<file path="config.mk">
export PLATFORM = sky130hd
export DESIGN_NAME = baser_257b_transcoder_flat
export DESIGN_NICKNAME = d
export VERILOG_FILES = /design/src/rtl/baser_257b_transcoder_if.sv /design/src/rtl/baser_257b_transcoder.sv /design/src/flat_wrapper.sv
export SDC_FILE = /design/constraint.sdc
export NUM_CORES = 1
export LEC_CHECK = 0
export ABC_CLOCK_PERIOD_IN_PS = 12370
export CAP_MARGIN = 10
export CORE_UTILIZATION = 47
export CTS_CLUSTER_SIZE = 12
export DETAILED_ROUTE_END_ITERATION = 6
export PLACE_DENSITY = 0.75
export SLEW_MARGIN = 5
export SYNTH_ARGS = -nofsm -noshare
export SYNTH_HDL_FRONTEND = slang
export SYNTH_SLANG_ARGS = --single-unit
</file>
<file path="constraint.sdc">
create_clock -name clk -period 12.37 [get_ports clk]
set_input_delay 1.8555 -clock clk [delete_from_list [all_inputs] [get_ports clk]]
set_output_delay 1.8555 -clock clk [all_outputs]
set_load 0.02 [all_outputs]
</file>
<file path="src/rtl/baser_257b_transcoder_if.sv">
// Block-stream bundle between the 64b/66b generator, the 256b/257b transcoder
// and the 257b checker: 66b block input side plus transcoded-word output side.
interface baser_257b_transcoder_if #(
    parameter int DATA_WIDTH = 64,
    parameter int TC_WIDTH   = 257
);
    logic                  i_valid;
    logic                  o_ready;
    logic [DATA_WIDTH-1:0] i_data;
    logic [1:0]            i_sh;
    logic                  o_valid;
    logic                  i_ready;
    logic [TC_WIDTH-1:0]   o_tx_coded;

    // Transcoder side.
    modport slave (
        input  i_valid,
        input  i_data,
        input  i_sh,
        input  i_ready,
        output o_ready,
        output o_valid,
        output o_tx_coded
    );

    // Block source / word sink side.
    modport master (
        output i_valid,
        output i_data,
        output i_sh,
        output i_ready,
        input  o_ready,
        input  o_valid,
        input  o_tx_coded
    );
endinterface

</file>
<file path="src/rtl/baser_257b_transcoder.sv">
// TX 256b/257b transcoder: gathers four 66b blocks, replaces malformed blocks
// with error control blocks, and emits one registered 257b word per group.
module baser_257b_transcoder #(
    parameter int         DATA_WIDTH = 64,
    parameter int         TC_WIDTH   = 257,
    parameter logic [6:0] ERR_CHAR   = 7'h1E
) (
    input  logic                          clk,
    input  logic                          i_rst,
    baser_257b_transcoder_if.slave        bus,
    output logic [31:0]                   o_tc_count,
    output logic [31:0]                   o_err_count
);
    localparam logic [7:0] ERR_TYPE = 8'h1E;

    logic [1:0]            slot_q;
    logic [DATA_WIDTH-1:0] buf_data_q [3];
    logic [2:0]            buf_flag_q;

    logic                  accept;
    logic                  load;
    logic                  norm_is_data;
    logic                  norm_err;
    logic [DATA_WIDTH-1:0] norm_data;

    logic [3:0]            flags;
    logic [DATA_WIDTH-1:0] blk [4];
    int                    first_ctrl;
    logic [TC_WIDTH-1:0]   tc_word;

    logic                  valid_q;
    logic [TC_WIDTH-1:0]   tx_q;

    function automatic logic is_known_type(input logic [7:0] block_type);
        case (block_type)
            8'h1E, 8'h78, 8'h4B, 8'h87, 8'h99, 8'hAA,
            8'hB4, 8'hCC, 8'hD2, 8'hE1, 8'hFF: return 1'b1;
            default:                           return 1'b0;
        endcase
    endfunction

    // Normalize the incoming block: anything that is neither data nor a
    // recognised control type becomes an error control block.
    always_comb begin
        norm_is_data = (bus.i_sh == 2'b01);
        norm_err     = !norm_is_data &&
                       !((bus.i_sh == 2'b10) && is_known_type(bus.i_data[7:0]));
        norm_data    = norm_err ? {{8{ERR_CHAR}}, ERR_TYPE} : bus.i_data;
    end

    // Only the 4th slot can stall, and only while an unconsumed word is held.
    assign bus.o_ready = !((slot_q == 2'd3) && valid_q && !bus.i_ready);
    assign accept      = bus.i_valid && bus.o_ready;
    assign load        = accept && (slot_q == 2'd3);

    // NOTE: the group buffer has no reset; clearing slot_q makes stale entries
    // unreachable because every slot is rewritten before it is read again.
    always_ff @(posedge clk) begin
        if (accept && (slot_q != 2'd3)) begin
            buf_data_q[slot_q] <= norm_data;
            buf_flag_q[slot_q] <= norm_is_data;
        end
    end

    // Build the 257b word from the three buffered blocks and the current one.
    always_comb begin
        flags  = {norm_is_data, buf_flag_q};
        blk[0] = buf_data_q[0];
        blk[1] = buf_data_q[1];
        blk[2] = buf_data_q[2];
        blk[3] = norm_data;

        first_ctrl = 3;
        for (int i = 3; i >= 0; i--) begin
            if (!flags[i]) first_ctrl = i;
        end

        tc_word = '0;
        if (&flags) begin
            tc_word[0] = 1'b1;
            for (int i = 0; i < 4; i++) begin
                tc_word[1 + DATA_WIDTH*i +: DATA_WIDTH] = blk[i];
            end
        end else begin
            tc_word[4:1] = flags;
            for (int i = 0; i < 4; i++) begin
                if (i < first_ctrl) begin
                    tc_word[5 + DATA_WIDTH*i +: DATA_WIDTH] = blk[i];
                end else if (i == first_ctrl) begin
                    // First control block keeps only the high type nibble.
                    tc_word[5 + DATA_WIDTH*i +: 4]            = blk[i][7:4];
                    tc_word[9 + DATA_WIDTH*i +: DATA_WIDTH-8] = blk[i][DATA_WIDTH-1:8];
                end else begin
                    tc_word[1 + DATA_WIDTH*i +: DATA_WIDTH] = blk[i];
                end
            end
        end
    end

    // NOTE: all state below uses non-blocking assignments so every register
    // samples pre-edge values, independent of statement order.
    always_ff @(posedge clk or posedge i_rst) begin
        if (i_rst) begin
            slot_q      <= 2'd0;
            valid_q     <= 1'b0;
            tx_q        <= '0;
            o_tc_count  <= 32'd0;
            o_err_count <= 32'd0;
        end else begin
            if (accept) begin
                slot_q <= slot_q + 2'd1;
            end
            if (load) begin
                tx_q       <= tc_word;
                valid_q    <= 1'b1;
                o_tc_count <= o_tc_count + 32'd1;
            end else if (bus.i_ready) begin
                valid_q <= 1'b0;
            end
            if (accept && norm_err) begin
                o_err_count <= o_err_count + 32'd1;
            end
        end
    end

    assign bus.o_valid    = valid_q;
    assign bus.o_tx_coded = tx_q;
endmodule

</file>
<file path="src/flat_wrapper.sv">
// flat-port wrapper written by rule: the top's interface ports become plain ports
module baser_257b_transcoder_flat 
#(
    parameter int         DATA_WIDTH = 64,
    parameter int         TC_WIDTH   = 257,
    parameter logic [6:0] ERR_CHAR   = 7'h1E
)
  (clk, i_rst, o_tc_count, o_err_count, bus_i_valid, bus_i_data, bus_i_sh, bus_i_ready, bus_o_ready, bus_o_valid, bus_o_tx_coded);
  baser_257b_transcoder_if #(.DATA_WIDTH(DATA_WIDTH), .TC_WIDTH(TC_WIDTH)) bus_i ();
  input  logic clk;
  input  logic i_rst;
  output logic [31:0] o_tc_count;
  output logic [31:0] o_err_count;
  input wire logic [$bits(bus_i.i_valid)-1:0] bus_i_valid;
  input wire logic [$bits(bus_i.i_data)-1:0] bus_i_data;
  input wire logic [$bits(bus_i.i_sh)-1:0] bus_i_sh;
  input wire logic [$bits(bus_i.i_ready)-1:0] bus_i_ready;
  output wire logic [$bits(bus_i.o_ready)-1:0] bus_o_ready;
  output wire logic [$bits(bus_i.o_valid)-1:0] bus_o_valid;
  output wire logic [$bits(bus_i.o_tx_coded)-1:0] bus_o_tx_coded;
  assign bus_i.i_valid = bus_i_valid;
  assign bus_i.i_data = bus_i_data;
  assign bus_i.i_sh = bus_i_sh;
  assign bus_i.i_ready = bus_i_ready;
  assign bus_o_ready = bus_i.o_ready;
  assign bus_o_valid = bus_i.o_valid;
  assign bus_o_tx_coded = bus_i.o_tx_coded;
  baser_257b_transcoder #(.DATA_WIDTH(DATA_WIDTH), .TC_WIDTH(TC_WIDTH), .ERR_CHAR(ERR_CHAR)) u_core (.clk(clk), .i_rst(i_rst), .bus(bus_i), .o_tc_count(o_tc_count), .o_err_count(o_err_count));
endmodule
</file>
[Word-level counts from Yosys, hierarchy flattened]
Memory sizes are Yosys's and may differ from the RTL's.
Cells that the tools add are included.
Operators by class
  add/sub/neg operators: 3
  $lt $le $gt $ge: 6
  eq/ne operators: 18
  mux-type cells: 29
  reduce and logical (&&, ||, !) cells: 17
Operators by type and width (number)
  $mux W256: 1
  $mux W60: 4
  $add A32 B1 Y32 const B: 2
  $eq A8 B8 Y1 const B: 8
  $mux W64: 1
  $mux W4: 11
  $logic_not A32 Y1: 1
  $eq A8 B7 Y1 const B: 2
  $reduce_or A11 Y1: 1
  $logic_and A1 B1 Y1: 9
  $eq A8 B5 Y1 const B: 1
  $mux W1: 8
  $eq A2 B2 Y1 const A: 2
  $eq A2 B2 Y1 const B: 2
  $logic_not A1 Y1: 4
  $lt A1 B2 Y1 const A: 2
  $lt A2 B2 Y1 const A: 2
  $mux W2: 2
  $reduce_and A4 Y1: 1
  $bwmux W3: 1
  $lt A2 B3 Y1 const B: 1
  $add A2 B1 Y2 const B: 1
  $demux W1 S2: 1
  $eq A1 B2 Y1 const A: 1
  4 further kinds: 4
Word-level totals
  register bits: 327
  RAM bits: 192
  bits of input ports: 70
  logic and storage cells: 80
  memories kept: 1
Memory list
  u_core.buf_data_q: words 3, width 64, read ports 3, clocked after Yosys merged registers in 0, write ports 1, line baser_257b_transcoder.sv:17  | logic [DATA_WIDTH-1:0] buf_data_q [3];

[Logic depth before layout (Yosys ltp)]
  depth after elaboration: 10
  depth in mapped cells: 9
  gate-level depth less buffers: 7

[Worst setup path after synthesis]
Ideal clock, no wire load.
  path type: input -> register
  start: in bus_i_valid
  end: mem u_core.buf_data_q[0][0], enable pin
  arrival time: 3563 ps
  data required time: 11940 ps
  setup slack: 8377 ps
  cell stages on the path: 2
  cells stage by stage: nor2b_1 > and2_1
Between the ends
  cells in the longest elaborated chain, start to end: 4
Ends and longest elaborated chain
  start, declared: line flat_wrapper.sv:14  | input wire logic [$bits(bus_i.i_valid)-1:0] bus_i_valid;
  $logic_and A1 B1 Y1: line baser_257b_transcoder.sv:53  | assign accept = bus.i_valid && bus.o_ready;
  $logic_and A1 B1 Y1: line baser_257b_transcoder.sv:59  | if (accept && (slot_q != 2'd3)) begin
  $mux W1: line baser_257b_transcoder.sv:59
  $mux W1 (not written as such): line baser_257b_transcoder.sv:60  | buf_data_q[slot_q] <= norm_data;
  end, declared: line baser_257b_transcoder.sv:17
Every way passes these cells.

[Final worst setup path]
  start: in bus_i_ready
  end: out bus_o_ready
Between the ends
  cells in the longest elaborated chain, start to end: 3
Ends and longest elaborated chain
  start, declared: line flat_wrapper.sv:17  | input wire logic [$bits(bus_i.i_ready)-1:0] bus_i_ready;
  $logic_not A1 Y1: line baser_257b_transcoder.sv:52  | assign bus.o_ready = !((slot_q == 2'd3) && valid_q && !bus.i_ready);
  $logic_and A1 B1 Y1: line baser_257b_transcoder.sv:52
  $logic_not A1 Y1: line baser_257b_transcoder.sv:52
  end, declared: line flat_wrapper.sv:18  | output wire logic [$bits(bus_i.o_ready)-1:0] bus_o_ready;
Every way passes these cells.

==> impl_metrics.env <==
export IMPL_hold_path_class="register to register"
export IMPL_drive_gt1_share_pct=7.625
export IMPL_rows=76
export IMPL_io_buffer_count=392
export IMPL_critPathRequiredTime_ps=10510
export IMPL_ant_nets=0
export IMPL_reg2reg_slack_ps=9580
export IMPL_overflow=0
export IMPL_power_mw=6.608
export IMPL_vias=14410
export IMPL_core_area_um2=43170
export IMPL_path_clk_slew_ps=60
export IMPL_clk_latency_ps=600
export IMPL_viasPerCell=5.449
export IMPL_worst_setup_path_type="primary input to output pin"
export IMPL_antenna_found_initial=1
export IMPL_cp_num_buf_inv=2
export IMPL_syn_num_nets=1720
export IMPL_startpoint="bus_i_ready"
export IMPL_ys_ff_latch=519
export IMPL_crit_family="buffers and inverters"
export IMPL_wire_per_inst_um=22.40
export IMPL_cts_setup_buffers=0
export IMPL_ys_top_cells_by_area="dfrtp_1, edfxtp_1, mux2i_1"
export IMPL_drv_slew=0
export IMPL_drt_total_wl_um=59240
export IMPL_fin_crit_sh_pct=40.04
export IMPL_postCtsHoldBufs=0
export IMPL_slowest_stage="clkdlybuf4s50_1"
export IMPL_hold_depth=2
export IMPL_fmax_ghz=0.2019
export IMPL_cp_end_kind="output pin"
export IMPL_drt_initial_drc_count=1135
export IMPL_finalHoldViolCount=0
export IMPL_tritoncts="yes"
export IMPL_rr_worst_depth=7
export IMPL_rsz0062_at_grt="false"
export IMPL_leakagePower_nw=11.07
export IMPL_seq_area_frac_synth_pct=67.69
export IMPL_fill_cells=3420
export IMPL_finClkSkew_ps=19.37
export IMPL_cpMostUsedCell="clkdlybuf4s50_1"
export IMPL_slew_limit_headroom_pct=16.14
export IMPL_cts_made_buffers=54
export IMPL_grt_pass1_wl_um=89710
export IMPL_clock_sink_count=519
export IMPL_dpl_hpwl_um=40210
export IMPL_synth_cell_type_count=39
export IMPL_cp_max_fo=3
export IMPL_power_density_nw_per_um2=246.4
export IMPL_syn_area_um2=20630
export IMPL_start_util_pct=47.79
export IMPL_ctsHtreeMaxLevel=2
export IMPL_postSynthAreaPerCell_um2=12.55
export IMPL_dr_pass1_iters=5
export IMPL_r2r_start="u_core.slot_q[1]"
export IMPL_clockBufferDepth=3
export IMPL_syn2layout_area_growth_pct=29.99
export IMPL_peakVddDrop_uv=171.0
export IMPL_post_route_min_period_ps=4952
export IMPL_cts_resized=0
export IMPL_io_pins=393
export IMPL_whs_ps=476.0
export IMPL_die_w_um=211.5
export IMPL_arrival_ps=3100
export IMPL_grt_total_usage_pct=26.76
export IMPL_die_area_um2=44730
export IMPL_outcome="completed"
export IMPL_path_cells="clkdlybuf4s50_1 > nand3b_1 > clkdlybuf4s50_1"
export IMPL_die_h_um=211.5
export IMPL_max_cap_viol_count=0
export IMPL_synth_top_cell_area_share_pct=39.30
export IMPL_rr_endpoint="u_core.o_tc_count[27]"
export IMPL_synth_cells=1644
export IMPL_setup_viol=0
export IMPL_hold_path_startpoint="u_core.bus.o_tx_coded[67]"
export IMPL_crit_path_start_kind="primary input"
export IMPL_synth_warnings=0
export IMPL_grt_max_degree=189
export IMPL_cts_root_buf="clkbuf_16"
export IMPL_fin_setup_tns_ps=0
export IMPL_slowest_delay_ps=640
export IMPL_holdPathEnd="u_core.bus.o_tx_coded[67]"
export IMPL_grt_pass1_vias=14640
export IMPL_worstMarginPinSlew_ps=1257
export IMPL_nNetsFinal=2090
export IMPL_post_route_drc_count=0
export IMPL_gp_congestion=0.8987
export IMPL_yosysTopAreaCell="dfrtp_1"
export IMPL_final_cell_mix="clkdlybuf4s50_1, dfrtp_1, nand2_1"
export IMPL_layout_commonest_cell="clkdlybuf4s50_1"
[sequential cells by signal, summed over array words and instances (netlist names)]
name	flops
u_core.buf_data_q	192
u_core.buf_flag_q	3
u_core.bus.o_tx_coded	257
u_core.bus.o_valid	1
u_core.o_err_count	32
u_core.o_tc_count	32
u_core.slot_q	2
[cell type report]
type	count	area [um^2]	share of cell area, %
timing repair buffer	405	4034	15.04
antenna	1	2.502	0.009331
sequential	519	13960	52.07
clock inverter	16	181.4	0.6765
inverter	12	52.55	0.1960
multi-input combinational	1022	6332	23.61
clock buffer	85	1519	5.664
tap	585	732.0	2.729
[metal layers]
layer	track usage (%)	part of all wire [%]	vias up
met5	0	0	-
met4	7.196	2.3	0
met3	7.432	8.8	75
met2	43.13	48	558
met1	35.70	41	7279
li1	-	-	6500
[synthesized netlist by cell type]
master,n
a21oi_1,3
a311o_1,1
a311oi_1,1
a31oi_1,62
and2_0,1
and2_1,33
and3_1,13
and4_1,4
buf_1,16
buf_2,10
clkbuf_1,65
dfrtp_1,324
edfxtp_1,195
ha_1,6
inv_1,12
mux2_1,1
mux2_2,60
mux2i_1,128
nand2_1,283
nand2b_1,38
nand3_1,33
nand3b_1,2
nand4_1,21
nor2_1,87
nor2b_1,4
nor3_1,11
nor4_1,7
nor4b_1,1
nor4bb_1,7
o21a_1,1
o21ai_0,140
o21ai_1,3
o22a_1,1
o41ai_1,1
or2_2,2
or3_1,2
or4_1,2
xnor2_1,39
xor2_1,24
[how the worst max path moves through the flow]
stage,end,slack (ps),cells after the start
4_1_cts,bus_o_ready,7420,3
3_3_place_gp,bus_o_ready,7440,3
6_report,bus_o_ready,7420,3
3_5_place_dp,u_core.bus.o_tx_coded[254],7270,8
2_1_floorplan,u_core.bus.o_tx_coded[0],1540,1
5_1_grt,bus_o_ready,7400,3
[worst min-delay path, delay by kind of cell, from the launching register on]
family             cells  cell delay (ps)
DFF                    1              340
AOI/OAI and AO/OA      1               60
and+or+nand+nor        1               50
[power by group]
part | total (mW) | leakage, nW | internal [mW] | switching, mW
clock network | 1.57 | 0.822 | 0.923 | 0.649
registers | 2.73 | 5.65 | 2.35 | 0.383
logic | 2.30 | 4.59 | 1.02 | 1.28
total | 6.61 | 11.1 | 4.30 | 2.31
[metrics by stage]
stage | instances | cell area [um^2] | util (%) | setup WS, ps
floorplan | 1644 | 20630 | - | 1545
global route | 2644 | 26810 | 62.11 | 7400
global placement | 2543 | 25110 | 58.17 | 7444
finish | 2645 | 26820 | 62.12 | 7418
CTS | 2644 | 26810 | 62.11 | 7421
detailed placement | 2543 | 25110 | 58.17 | 7274
[logic make-up (layout without fill, tap and decap cells)]
group,Yosys count,count (layout),synth area share [%]
AND/OR/NAND/NOR,551,551,12.17
flip-flops,519,519,67.69
buffers and inverters,103,518,1.935
AO/OA/AOI/OAI,213,213,5.634
XOR/XNOR,63,63,2.675
other,0,1,0
multiplexers,189,189,9.540
adder cells (fa/ha/maj),6,6,0.3639
No activity file was read; power rests on OpenSTA's default activity.
